<file path="config.mk">
export PLATFORM = sky130hd
export DESIGN_NAME = serial_subtractor
export DESIGN_NICKNAME = d
export VERILOG_FILES = /design/src/rtl/arith_pkg.sv /design/src/rtl/full_subtractor.sv /design/src/rtl/serial_subtractor.sv
export SDC_FILE = /design/constraint.sdc
export NUM_CORES = 1
export LEC_CHECK = 0
export ABC_CLOCK_PERIOD_IN_PS = 1850
export BUFFER_PORTS_ARGS = -buffer_cell sky130_fd_sc_hd__buf_2
export CAP_MARGIN = 40
export CORE_MARGIN = 1
export CORE_UTILIZATION = 55
export CTS_BUF_LIST = sky130_fd_sc_hd__clkbuf_8 sky130_fd_sc_hd__clkbuf_16
export DETAILED_ROUTE_END_ITERATION = 16
export PLACE_DENSITY = 0.76
export RECOVER_POWER = 100
export SKIP_LAST_GASP = 1
export SYNTH_ARGS = -nofsm -noshare
export SYNTH_HDL_FRONTEND = slang
export SYNTH_SLANG_ARGS = --single-unit
export TNS_END_PERCENT = 20
</file>
<file path="constraint.sdc">
create_clock -name clk -period 1.85 [get_ports clk]
set_input_delay 0.0925 -clock clk [delete_from_list [all_inputs] [get_ports clk]]
set_output_delay 0.0925 -clock clk [all_outputs]
set_load 0.1 [all_outputs]
</file>
<file path="src/rtl/arith_pkg.sv">
// Shared arithmetic definitions: FSM state encoding and counter sizing helper
// used by the bit-serial datapaths.
package arith_pkg;

  typedef enum logic [1:0] {
    IDLE  = 2'd0,
    SHIFT = 2'd1,
    DONE  = 2'd2
  } state_t;

  // Ceiling log2, at least 1 so a counter always has one bit.
  function automatic int clog2(input int value);
    int r;
    r = 0;
    while ((1 << r) < value) r++;
    return (r < 1) ? 1 : r;
  endfunction

endpackage

</file>
<file path="src/rtl/full_subtractor.sv">
// Combinational one-bit full-subtractor cell: d = in1 - in2 - bin.
module full_subtractor (
  input  logic in1,
  input  logic in2,
  input  logic bin,
  output logic d,
  output logic bout
);

  assign d    = in1 ^ in2 ^ bin;
  assign bout = (~in1 & in2) | (~(in1 ^ in2) & bin);

endmodule

</file>
<file path="src/rtl/serial_subtractor.sv">
// Bit-serial a - b, LSB first, through one full-subtractor cell and a borrow
// flip-flop, with valid/ready handshakes on both sides and registered outputs.
module serial_subtractor
  import arith_pkg::*;
#(
  parameter int WIDTH = 8
) (
  input  logic             clk,
  input  logic             rst_n,
  input  logic             in_valid,
  output logic             in_ready,
  input  logic [WIDTH-1:0] a,
  input  logic [WIDTH-1:0] b,
  output logic             out_valid,
  input  logic             out_ready,
  output logic [WIDTH-1:0] diff,
  output logic             bout,
  output logic             ovf,
  output logic             zero
);

  localparam int CW = clog2(WIDTH);

  state_t           state_reg;
  logic [WIDTH-1:0] a_reg;
  logic [WIDTH-1:0] b_reg;
  logic [WIDTH-2:0] res_reg;
  logic [CW-1:0]    cnt_reg;
  logic             br_reg;
  logic             acc_reg;
  logic             a_msb_reg;
  logic             b_msb_reg;

  logic             d_bit;
  logic             br_next;
  logic [WIDTH-1:0] diff_next;

  full_subtractor u_fs (
    .in1  (a_reg[0]),
    .in2  (b_reg[0]),
    .bin  (br_reg),
    .d    (d_bit),
    .bout (br_next)
  );

  // Partial result with the current bit shifted into the MSB.
  assign diff_next = {d_bit, res_reg};

  always_ff @(posedge clk) begin
    if (!rst_n) begin
      state_reg <= IDLE;
      a_reg     <= '0;
      b_reg     <= '0;
      res_reg   <= '0;
      cnt_reg   <= '0;
      br_reg    <= 1'b0;
      acc_reg   <= 1'b0;
      a_msb_reg <= 1'b0;
      b_msb_reg <= 1'b0;
      in_ready  <= 1'b0;
      out_valid <= 1'b0;
      diff      <= '0;
      bout      <= 1'b0;
      ovf       <= 1'b0;
      zero      <= 1'b0;
    end else begin
      case (state_reg)
        IDLE: begin
          if (in_valid && in_ready) begin
            a_reg     <= a;
            b_reg     <= b;
            a_msb_reg <= a[WIDTH-1];
            b_msb_reg <= b[WIDTH-1];
            res_reg   <= '0;
            br_reg    <= 1'b0;
            acc_reg   <= 1'b0;
            cnt_reg   <= '0;
            in_ready  <= 1'b0;
            state_reg <= SHIFT;
          end else begin
            in_ready  <= 1'b1;
          end
        end
        SHIFT: begin
          a_reg   <= a_reg >> 1;
          b_reg   <= b_reg >> 1;
          res_reg <= diff_next[WIDTH-1:1];
          br_reg  <= br_next;
          acc_reg <= acc_reg | d_bit;
          cnt_reg <= cnt_reg + CW'(1);
          if (cnt_reg == CW'(WIDTH - 1)) begin
            // Last bit: publish the complete result directly from the cell.
            state_reg <= DONE;
            out_valid <= 1'b1;
            diff      <= diff_next;
            bout      <= br_next;
            ovf       <= (a_msb_reg ^ b_msb_reg) & (d_bit ^ a_msb_reg);
            zero      <= ~(acc_reg | d_bit);
          end
        end
        DONE: begin
          if (out_ready) begin
            state_reg <= IDLE;
            out_valid <= 1'b0;
            diff      <= '0;
            bout      <= 1'b0;
            ovf       <= 1'b0;
            zero      <= 1'b0;
            cnt_reg   <= '0;
            in_ready  <= 1'b1;
          end
        end
        default: begin
          state_reg <= IDLE;
          out_valid <= 1'b0;
          in_ready  <= 1'b0;
        end
      endcase
    end
  end

endmodule

</file>
==> results of run 1 <==
[Yosys cell counts, drive strengths merged]
master | count | area share
o2111a | 2 | 0.011
and3 | 1 | 0.0032
o21ai | 4 | 0.010
nand2 | 8 | 0.015
fa | 1 | 0.010
clkbuf | 6 | 0.011
nand2b | 2 | 0.010
nand3b | 2 | 0.0076
a32o | 9 | 0.046
dfxtp | 45 | 0.46
inv | 4 | 0.0076
and3b | 1 | 0.0045
o211a | 15 | 0.076
mux2 | 15 | 0.10
buf | 10 | 0.043
nor2 | 3 | 0.0057
o21bai | 13 | 0.050
and2 | 3 | 0.0096
or2 | 1 | 0.0045
nor4bb | 1 | 0.0051
ha | 2 | 0.013
nand4bb | 1 | 0.0057
o22ai | 1 | 0.0032
nand3 | 1 | 0.0025
a22o | 12 | 0.054
o2bb2ai | 1 | 0.0045
a21boi | 5 | 0.019
a21oi | 2 | 0.0070
[placed cells by master, fill, tap and decap left out, types with 2 or more instances in the layout]
| cell | synthesis | layout |
|---|---|---|
| clkbuf_1 | 6 | 2 |
| clkbuf_8 | 0 | 5 |
| a32o_1 | 9 | 9 |
| and2_1 | 3 | 2 |
| o211a_1 | 15 | 15 |
| inv_1 | 4 | 4 |
| o21bai_1 | 13 | 13 |
| ha_1 | 2 | 2 |
| a21boi_0 | 0 | 5 |
| mux2_2 | 6 | 6 |
| buf_2 | 4 | 19 |
| a22o_1 | 12 | 12 |
| nand3b_1 | 2 | 2 |
| mux2_4 | 8 | 8 |
| clkbuf_2 | 0 | 12 |
| nor2_1 | 3 | 3 |
| nand2_1 | 8 | 8 |
| buf_4 | 3 | 3 |
| dfxtp_1 | 45 | 44 |
| o2111a_1 | 2 | 2 |
| o21ai_1 | 4 | 3 |
[power by group]
part           switching, uW  internal [uW]
combinational            146            140
sequential              31.8           1020
clock                    347            272
total                    525           1430
[through the flow]
stage          hold slack (ns)  power [uW]  worst slack [ns]  utilization  cells
4_1_cts                0.04802        1982            0.2961       0.6512    246
3_5_place_dp            0.3830        1366            0.3072       0.6235    238
2_1_floorplan           0.2498        1310            0.1835            -    171
3_3_place_gp            0.3780        1351            0.3951       0.6235    238
6_report               0.05600        1955            0.2480       0.6478    246
5_1_grt                0.08820        2056            0.1378       0.6478    246
[cells by family (layout without fill, tap and decap cells)]
kind of cell | after synthesis | count (layout) | share of synthesized area
adder cells (fa/ha/maj) | 3 | 3 | 0.02293
multiplexers | 15 | 15 | 0.1013
flip-flops | 45 | 45 | 0.4586
buffers and inverters | 20 | 49 | 0.06242
AO/OA/AOI/OAI | 64 | 64 | 0.2809
AND/OR/NAND/NOR | 24 | 24 | 0.07389
[worst paths after layout]
check / endpoint / depth (start not counted)
max reg2reg: res_reg[3]$_SDFFE_PN0P_ / 3
min reg2reg: a_msb_reg$_SDFFE_PN0P_ / 2
min: b_msb_reg$_SDFFE_PN0P_ / 3
max: diff[0] / 1
[area by class of cell]
type,count,share of cell area
Clock inverter,3,0.01140
Multi-Input combinational cell,106,0.4273
Inverter,4,0.006838
Timing Repair Buffer,37,0.08604
Tap cell,46,0.02621
Sequential cell,45,0.4108
Clock buffer,5,0.03134
[layer usage]
metal,up-vias,global-route usage
li1,696,-
met1,692,0.2738
met2,27,0.3425
met3,6,0.05590
met4,0,0.08571
met5,-,0
==> run metrics, run 1 <==
status finished, final reports clean; Initial Utilization 0.5795; Fin. Hold Viols 0; Critical Path Fanout Max 2; Final period util 0.8660; Worst Path Buf+Inv 1; first-pass GRT wire length 5.796 mm; setup bufs post-CTS 0; Max Clk Rate between 600 and 700 MHz; Syn. warnings 0; slowest CP cell buf_1; Clock Skews between 0.007 and 0.008 ns; Worst Setup Start Kind flop; Reg clk slew, reported paths approximately 0.090 ns; IO Count 33; htree depth 2; worst skew pair latency ~0.3 ns; post-synthesis cell type count 35; CTS tree built; Post-Route WL 3.635 mm; met2 WL post-DR ~1.7 mm; crit path capture type output pin; layout net count 222; static leakage 0.001027 uW; hold wc startpoint b[7]; Die X just over 60 um; GRT Util Overall 0.2130; DP Wirelength between 2 and 3 mm; highest metal used met4; crit path DAT approximately 1.5 ns; Root Buffer clkbuf_8; clock sink count 45; detailed-route via count roughly 1,400; Mean Syn Cell Area about 11 um^2; number of global-route vias before repair 1,303; number of remaining DRC errors 0; setup_tns 0 ns; Rows 21; PD cells between 800 and 900 nW/um^2; Synth Register Bits between 40 and 50; Crit path max-delay family buffers and inverters; r2r startpoint state_reg[1]$_SDFFE_PN0P_; n_diodes 0; Syn Std Cell Area between 1500 and 2000 um^2; PortBufs 32; Final Slew Violations 0; CORE AREA roughly 3400 um^2; worst-margin pin slew approximately 1.2 ns; drt first-iter violations a little over 80; net count after synthesis approximately 190; RD Place Congestion just under 0.8; CTS resizes 0; multi-input logic area between 900 and 1000 um^2; area post-placement approximately 2100 um^2; worst-path cell chain buf_1; Crit Path Class reg -> out; max cap viols 0; Fill cells approximately 280; Max-slew headroom 0.2283; Critical Path Max Stage Delay around 0.86 ns; maximum buffer depth of the clock tree 2; hold_buf cts 0; Antenna Violating Nets Remaining 0; vias per cell 5.776; worst setup path start diff[0]$_SDFFE_PN0P_; routed len/inst between 10 and 15 um; reg-to-reg slack, setup approximately 0.27 ns; initial antenna violation count 0; Synth Instances 171; Worst Hold Class in -> reg; met3 WL 130 um; Die ar. between 3000 and 4000 um^2; gr ovfl total 0; RSZ-0062 raised after global routing false; die height just over 60 um; post-synthesis sequential area ratio 0.4586; Finish-stage setup viols 0; register area approximately 900 um^2; Metal-1 WL approximately 1.7 mm; TritonCTS Buffers 5; Initial DRT Pass Iterations 4; largest net degree at the start of global routing 24; Non-Filler Cell Area, Final roughly 2200 um^2; Area growth, synth to finish 11.78%; CP required around 1.8 ns; Peak VDD IR approximately 0.00064 V; Period minus WS final around 1.6 ns; share of cells above drive strength 1 0.3000
(Power assumes the default switching activity.)
==> run 2, diff against run 1 <==
Settings changed: BUFFER_PORTS_ARGS -buffer_cell sky130_fd_sc_hd__buf_2 to unset, CORE_UTILIZATION 55 to 52, DONT_BUFFER_PORTS set to 1, PLACE_DENSITY 0.76 to 0.65.
==> run 2 against run 1 <==
Against the previous run:
- global-route usage fell by 1.8 points
- final area is 2.7% lower
- critical endpoint is now state_reg[0]$_SDFFE_PN0P_
- register-to-register slack got worse by 0.03 ns
==> run metrics, run 2 (synthesis results as in run 1) <==
Max-slew headroom 0.6214 (was 0.2283); commonest non-fill, non-tap cell in the layout dfxtp_1 (unchanged); PD cells 955.4 nW/um^2 (was 890.5 nW/um^2); Critical Path Fanout Max 5 (was 2); Worst Path Buf+Inv 1 (unchanged); Max Clk Rate 621.9 MHz (was 624.2 MHz); Post-Route WL 3.538 mm (was 3.635 mm); initial antenna violation count 0 (unchanged); CORE AREA 3468 um^2 (was 3390 um^2); highest metal used met4 (unchanged); Fin. Hold Viols 0 (unchanged); Clock Skews 0.004292 ns (was 0.007147 ns); multi-input logic area 914.6 um^2 (was 938.4 um^2); GRT Util Overall 0.1952 (was 0.2130); Die ar. 4027 um^2 (was 3814 um^2); vias per cell 5.904 (was 5.776); layout net count 206 (was 222); slowest CP cell clkbuf_2 (was buf_1); WHS Path Cells 3 (unchanged); register area 900.9 um^2 (was 902.1 um^2); drt first-iter violations 47 (was 83); CP required 2.08 ns (was 1.76 ns); Final Core Density 0.6162 (was 0.6478); PortBufs 0 (was 32); share of cells above drive strength 1 0.1793 (was 0.3000); Initial Utilization 0.5664 (was 0.5795); Crit path max-delay family buffers and inverters (unchanged); crit path DAT 1.84 ns (was 1.51 ns); die height 63.46 um (was 61.76 um); Rows 21 (unchanged); Finish-stage setup viols 0 (unchanged); Period minus WS final 1.608 ns (was 1.602 ns); met3 WL 146 um (was 130 um); static leakage 0.0009557 uW (was 0.001027 uW); DP Wirelength 2.427 mm (was 2.566 mm); R2R depth 4 (was 3); Worst Setup Start Kind flop (unchanged); reg-to-reg slack, setup 0.24 ns (was 0.27 ns); RSZ-0062 raised after global routing false (unchanged); Initial DRT Pass Iterations 4 (unchanged); n_diodes 0 (unchanged); routed len/inst 15.38 um (was 14.78 um); CP Depth 4 (was 1); commonest non-fill, non-tap cells in the layout 45 x dfxtp_1, 15 x o211a_1, 13 x o21bai_1, 13 x clkbuf_2, 12 x a22o_1 (was 44 x dfxtp_1, 19 x buf_2, 15 x o211a_1, 13 x o21bai_1); number of global-route vias before repair 1,321 (was 1,303); Root Buffer clkbuf_8 (unchanged); Final period util 0.8691 (was 0.8660); CTS resizes 0 (unchanged); htree depth 2 (unchanged); setup_tns 0 ns (unchanged); largest net degree at the start of global routing 32 (was 24); RD Place Congestion 0.7295 (was 0.7815); Final Slew Violations 0 (unchanged); CTS tree built (unchanged); worst-margin pin slew 0.5679 ns (was 1.162 ns); detailed-route via count 1,358 (was 1,421); met2 WL post-DR 1.602 mm (was 1.691 mm); Die X 63.46 um (was 61.76 um); crit path capture type flop (was output pin); Worst Hold Class in -> reg (unchanged); maximum buffer depth of the clock tree 2 (unchanged); Antenna Violating Nets Remaining 0 (unchanged); worst-path cell chain clkbuf_2, nand4bb_1, o21ai_0, and2_1 (was buf_1); TritonCTS Buffers 5 (unchanged); Critical Path Max Stage Delay 0.51 ns (was 0.86 ns); Reg clk slew, reported paths 0.08 ns (was 0.09 ns); worst skew pair latency 0.29 ns (was 0.30 ns); Fill cells 302 (was 281); max cap viols 0 (unchanged); IO Count 33 (unchanged); Metal-1 WL 1.748 mm (was 1.745 mm); first-pass GRT wire length 6.134 mm (was 5.796 mm); overall power 2042 uW (was 1955 uW); gr ovfl total 0 (unchanged); clock sink count 45 (unchanged); Crit Path Class reg -> reg (was reg -> out); Area growth, synth to finish 8.790% (was 11.78%); status finished, final reports clean (unchanged); Peak VDD IR 0.0005426 V (was 0.0006414 V); number of remaining DRC errors 0 (unchanged)
==> run 2: area by class of cell <==
type / instances / area share
multi-input combinational: 106 / 0.4280
sequential: 45 / 0.4215
timing repair buffer: 21 / 0.06206
clock buffer: 6 / 0.03864
tap: 46 / 0.02693
clock inverter: 2 / 0.01581
inverter: 4 / 0.007026
==> run 2: timing repair <==
item / 4_1_cts / 5_1_grt
hold buffers: 3 / 0
setup buffers: 0 / 0
hold endpoints to repair: 31 / 0
==> run 2: worst paths after layout <==
path                                                   to                   from
worst max-delay path            state_reg[0]$_SDFFE_PN0P_  in_ready$_SDFFE_PN0P_
worst min-delay path            state_reg[1]$_SDFFE_PN0P_              out_ready
worst max register to register  state_reg[0]$_SDFFE_PN0P_  in_ready$_SDFFE_PN0P_
worst min register to register       diff[3]$_SDFFE_PN0P_   diff[3]$_SDFFE_PN0P_
==> run 2: metal layers <==
layer / global-route usage / vias to the layer above
met5: 0 / -
met4: 0.07955 / 0
met3: 0.04891 / 4
met2: 0.3059 / 32
met1: 0.2542 / 656
li1: - / 666
==> run 2: tightest hold or removal path, stage by stage <==
cell,delay (ns)
nor2_1,0.03
nand2_1,0.07
a21boi_0,0.08
==> run 2: where the power goes <==
group / internal [uW] / switching (uW) / total [uW]
logic: 120 / 136 / 257
registers: 1020 / 29.9 / 1050
clock network: 435 / 303 / 737
total: 1570 / 469 / 2040
==> run 2: per-stage QoR <==
| step | instances | setup slack, ns | hold slack (ns) | instance area, um^2 |
|---|---|---|---|---|
| 6_report | 230 | 0.2421 | 0.03094 | 2137 |
| 3_5_place_dp | 218 | 0.3210 | 0.2295 | 2043 |
| 5_1_grt | 230 | 0.1459 | 0.03804 | 2137 |
| 3_3_place_gp | 218 | 0.3850 | 0.2206 | 2043 |
| 4_1_cts | 229 | 0.3105 | 0.0002047 | 2190 |
| 2_1_floorplan | 171 | 0.1835 | 0.2498 | 1966 |
==> run 3, diff against run 2 <==
Settings changed: ABC_AREA set to 1, GPL_TIMING_DRIVEN set to 0, PLACE_DENSITY 0.65 to unset, PLACE_DENSITY_LB_ADDON set to 0.05.
==> run 3 against run 2 <==
Against the previous run:
- first-iteration DRC count grew to 3.2 times the previous value
- via count is 29% higher
- sequential power hardly changed
- non-clock buffer count is 8 higher
- clock-buffer cell count stayed put
- core utilization is 1.2 points higher
- worst setup slack better by 0.071 ns
==> run metrics, run 3 <==
gr ovfl total 0 (unchanged); Initial DRT Pass Iterations 4 (unchanged); max cap viols 0 (unchanged); RD Place Congestion 0.7814 (was 0.7295); Die ar. 4104 um^2 (was 4027 um^2); CP required 1.76 ns (was 2.08 ns); Mean Syn Cell Area 7.503 um^2 (was 11.49 um^2); share of cells above drive strength 1 0.08276 (was 0.1793); most frequent cell after synthesis nand2_1 (was dfxtp_1); detailed-route via count 1,749 (was 1,358); WHS Path Cells 2 (was 3); Syn Std Cell Area 2003 um^2 (was 1964 um^2); Critical Path Max Stage Delay 0.76 ns (was 0.51 ns); die height 64.07 um (was 63.46 um); Synth Area in Compound Gates 0.1305 (was 0.2809); Worst Hold Class in -> reg (unchanged); Die X 64.07 um (was 63.46 um); vias per cell 5.175 (was 5.904); Max-slew headroom 0.3396 (was 0.6214); PortBufs 0 (unchanged); Post-Route WL 4.361 mm (was 3.538 mm); Crit path max-delay family buffers and inverters (unchanged); Synth Register Bits 45 (unchanged); worst setup path start in_ready$_SDFFE_PN0P_ (unchanged); simple-gate share of the synthesized area 0.3086 (was 0.07389); post-synthesis cell type count 23 (was 35); status finished, final reports clean (unchanged); Root Buffer clkbuf_8 (unchanged); Synth top area share 0.4497 (was 0.4586); worst-margin pin slew 0.9890 ns (was 0.5679 ns); GRT Util Overall 0.2368 (was 0.1952); DP Wirelength 3.057 mm (was 2.427 mm); commonest non-fill, non-tap cell in the layout nand2_1 (was dfxtp_1); post-synthesis sequential area ratio 0.4497 (was 0.4586); Post-synth top flop dfxtp_1 (unchanged); largest net degree at the start of global routing 14 (was 32); Initial Utilization 0.5431 (was 0.5664); CTS tree built (unchanged); Synth top cells by count 104 x nand2_1, 45 x dfxtp_1, 36 x a21oi_1 (was 45 x dfxtp_1, 15 x o211a_1, 13 x o21bai_1); r2r startpoint state_reg[1]$_SDFFE_PN0P_ (was in_ready$_SDFFE_PN0P_); clock sink count 45 (unchanged); layout net count 312 (was 206); Critical Path Fanout Max 4 (was 5); R2R depth 6 (was 4); commonest non-fill, non-tap cells in the layout 105 x nand2_1, 45 x dfxtp_1, 41 x a21oi_1, 27 x nand3_1, 14 x inv_1 (was 45 x dfxtp_1, 15 x o211a_1, 13 x o21bai_1, 13 x clkbuf_2, 12 x a22o_1); Period minus WS final 1.537 ns (was 1.608 ns); CORE AREA 3689 um^2 (was 3468 um^2); Final Slew Violations 0 (unchanged); area leader, netlist dfxtp_1 (unchanged); FF-to-FF End a_reg[1]$_SDFFE_PN0P_ (was state_reg[0]$_SDFFE_PN0P_); Area growth, synth to finish 15.74% (was 8.790%); maximum buffer depth of the clock tree 2 (unchanged); Synth async-reset ratio 0 (unchanged); number of global-route vias before repair 1,569 (was 1,321); RSZ-0062 raised after global routing false (unchanged); Post-Synth Adder-Cell Area 0.02249 (was 0.02293); TritonCTS Buffers 5 (unchanged); static leakage 0.001175 uW (was 0.0009557 uW); Worst Path Buf+Inv 1 (unchanged); PD cells 882.5 nW/um^2 (was 955.4 nW/um^2); number of remaining DRC errors 0 (unchanged); IO Count 33 (unchanged); placed cell count 328 (was 218); Area contributors post-synth dfxtp_1 45%, nand2_1 19%, a21oi_1 9.0% (was dfxtp_1 46%, o211a_1 7.6%, mux2_4 6.1%); n_diodes 0 (unchanged); initial antenna violation count 0 (unchanged); drt first-iter violations 151 (was 47); reg-to-reg slack, setup 0.31 ns (was 0.24 ns); Reg clk slew, reported paths 0.09 ns (was 0.08 ns); hold wc startpoint b[7] (was out_ready); non-filler cells, final 338 (was 230); Worst Setup Start Kind flop (unchanged); worst min-delay path endpoint b_msb_reg$_SDFFE_PN0P_ (was state_reg[1]$_SDFFE_PN0P_); routed len/inst 12.90 um (was 15.38 um); crit path DAT 1.44 ns (was 1.84 ns); Syn. warnings 0 (unchanged); CTS resizes 0 (unchanged); Finish-stage setup viols 0 (unchanged); Final period util 0.8310 (was 0.8691); Crit Path Class reg -> out (was reg -> reg); Synth Instances 267 (was 171); net count after synthesis 290 (was 194); XOR/XNOR Fraction of Synth Area 0 (unchanged); worst skew pair latency 0.30 ns (was 0.29 ns); fraction of synthesized area in multiplexers 0 (was 0.1013); Peak VDD IR 0.0005529 V (was 0.0005426 V); crit path capture type output pin (was flop); htree depth 2 (unchanged); main combinational cell family by area after synthesis simple AND/OR/NAND/NOR gates (was compound AO/OA/AOI/OAI gates); Rows 22 (was 21); EDFF count, synth 0 (unchanged); slowest CP cell dlymetal6s2s_1 (was clkbuf_2); Antenna Violating Nets Remaining 0 (unchanged); Max Clk Rate 650.5 MHz (was 621.9 MHz); first-pass GRT wire length 7.507 mm (was 6.134 mm); Clock Skews 0.008734 ns (was 0.004292 ns); Fill cells 366 (was 302); setup_tns 0 ns (unchanged); worst-path cell chain dlymetal6s2s_1 (was clkbuf_2, nand4bb_1, o21ai_0, and2_1); Fin. Hold Viols 0 (unchanged)
run 3: power by group:
group	switching [uW]	internal (uW)	total, uW
Combinational	166	85.4	251
Sequential	22.3	1010	1030
Clock	330	435	765
Total	518	1530	2050
run 3: what timing repair did:
action / in CTS / in global routing
hold buffers: 2 / 0
endpoints found under the hold margin: 9 / 0
buffers inserted: 0 / 0
run 3: worst max path at each step:
stage                                 end  cells past startpoint
floorplan           b_reg[1]$_SDFFE_PN0P_                      6
global placement    a_reg[1]$_SDFFE_PN0P_                      5
detailed placement       ovf$_SDFFE_PN0P_                      7
CTS                      ovf$_SDFFE_PN0P_                      7
global route        a_reg[7]$_SDFFE_PN0P_                      5
finish                           in_ready                      1
run 3: cells by family after synthesis:
logic type	after synthesis
compound gates	47
fa+ha+maj	3
buf+inv	29
flops	45
simple gates	143
run 3: cell type report:
type                       count  area, um^2  area share
inverter                      15       58.81     0.02536
tap                           48       60.06     0.02590
clock buffer                   6       82.58     0.03562
multi-input combinational    193       898.4      0.3875
clock inverter                 2       33.78     0.01457
buffer                        14       101.3     0.04371
sequential                    45       900.9      0.3886
timing repair buffer          15       182.7     0.07879
run 3: routing by layer:
layer,track usage,part of all wire,vias up
met1,0.3159,0.48,796
met2,0.3830,0.47,38
met5,0,0,-
met4,0.07670,0.013,0
li1,-,-,908
met3,0.04464,0.041,7
run 3: metrics by stage:
stage | hold slack, ns | utilization | area, um^2 | power (uW) | worst slack [ns]
2_1_floorplan | 0.2153 | - | 2003 | 1260 | 0.04119
3_3_place_gp | 0.2218 | 0.5594 | 2063 | 1312 | -0.1414
3_5_place_dp | 0.2241 | 0.6123 | 2258 | 1321 | 0.4899
4_1_cts | 0.001623 | 0.6493 | 2395 | 2074 | 0.4737
5_1_grt | 0.006842 | 0.6286 | 2318 | 2136 | 0.1826
6_report | 0.001736 | 0.6286 | 2318 | 2046 | 0.3127
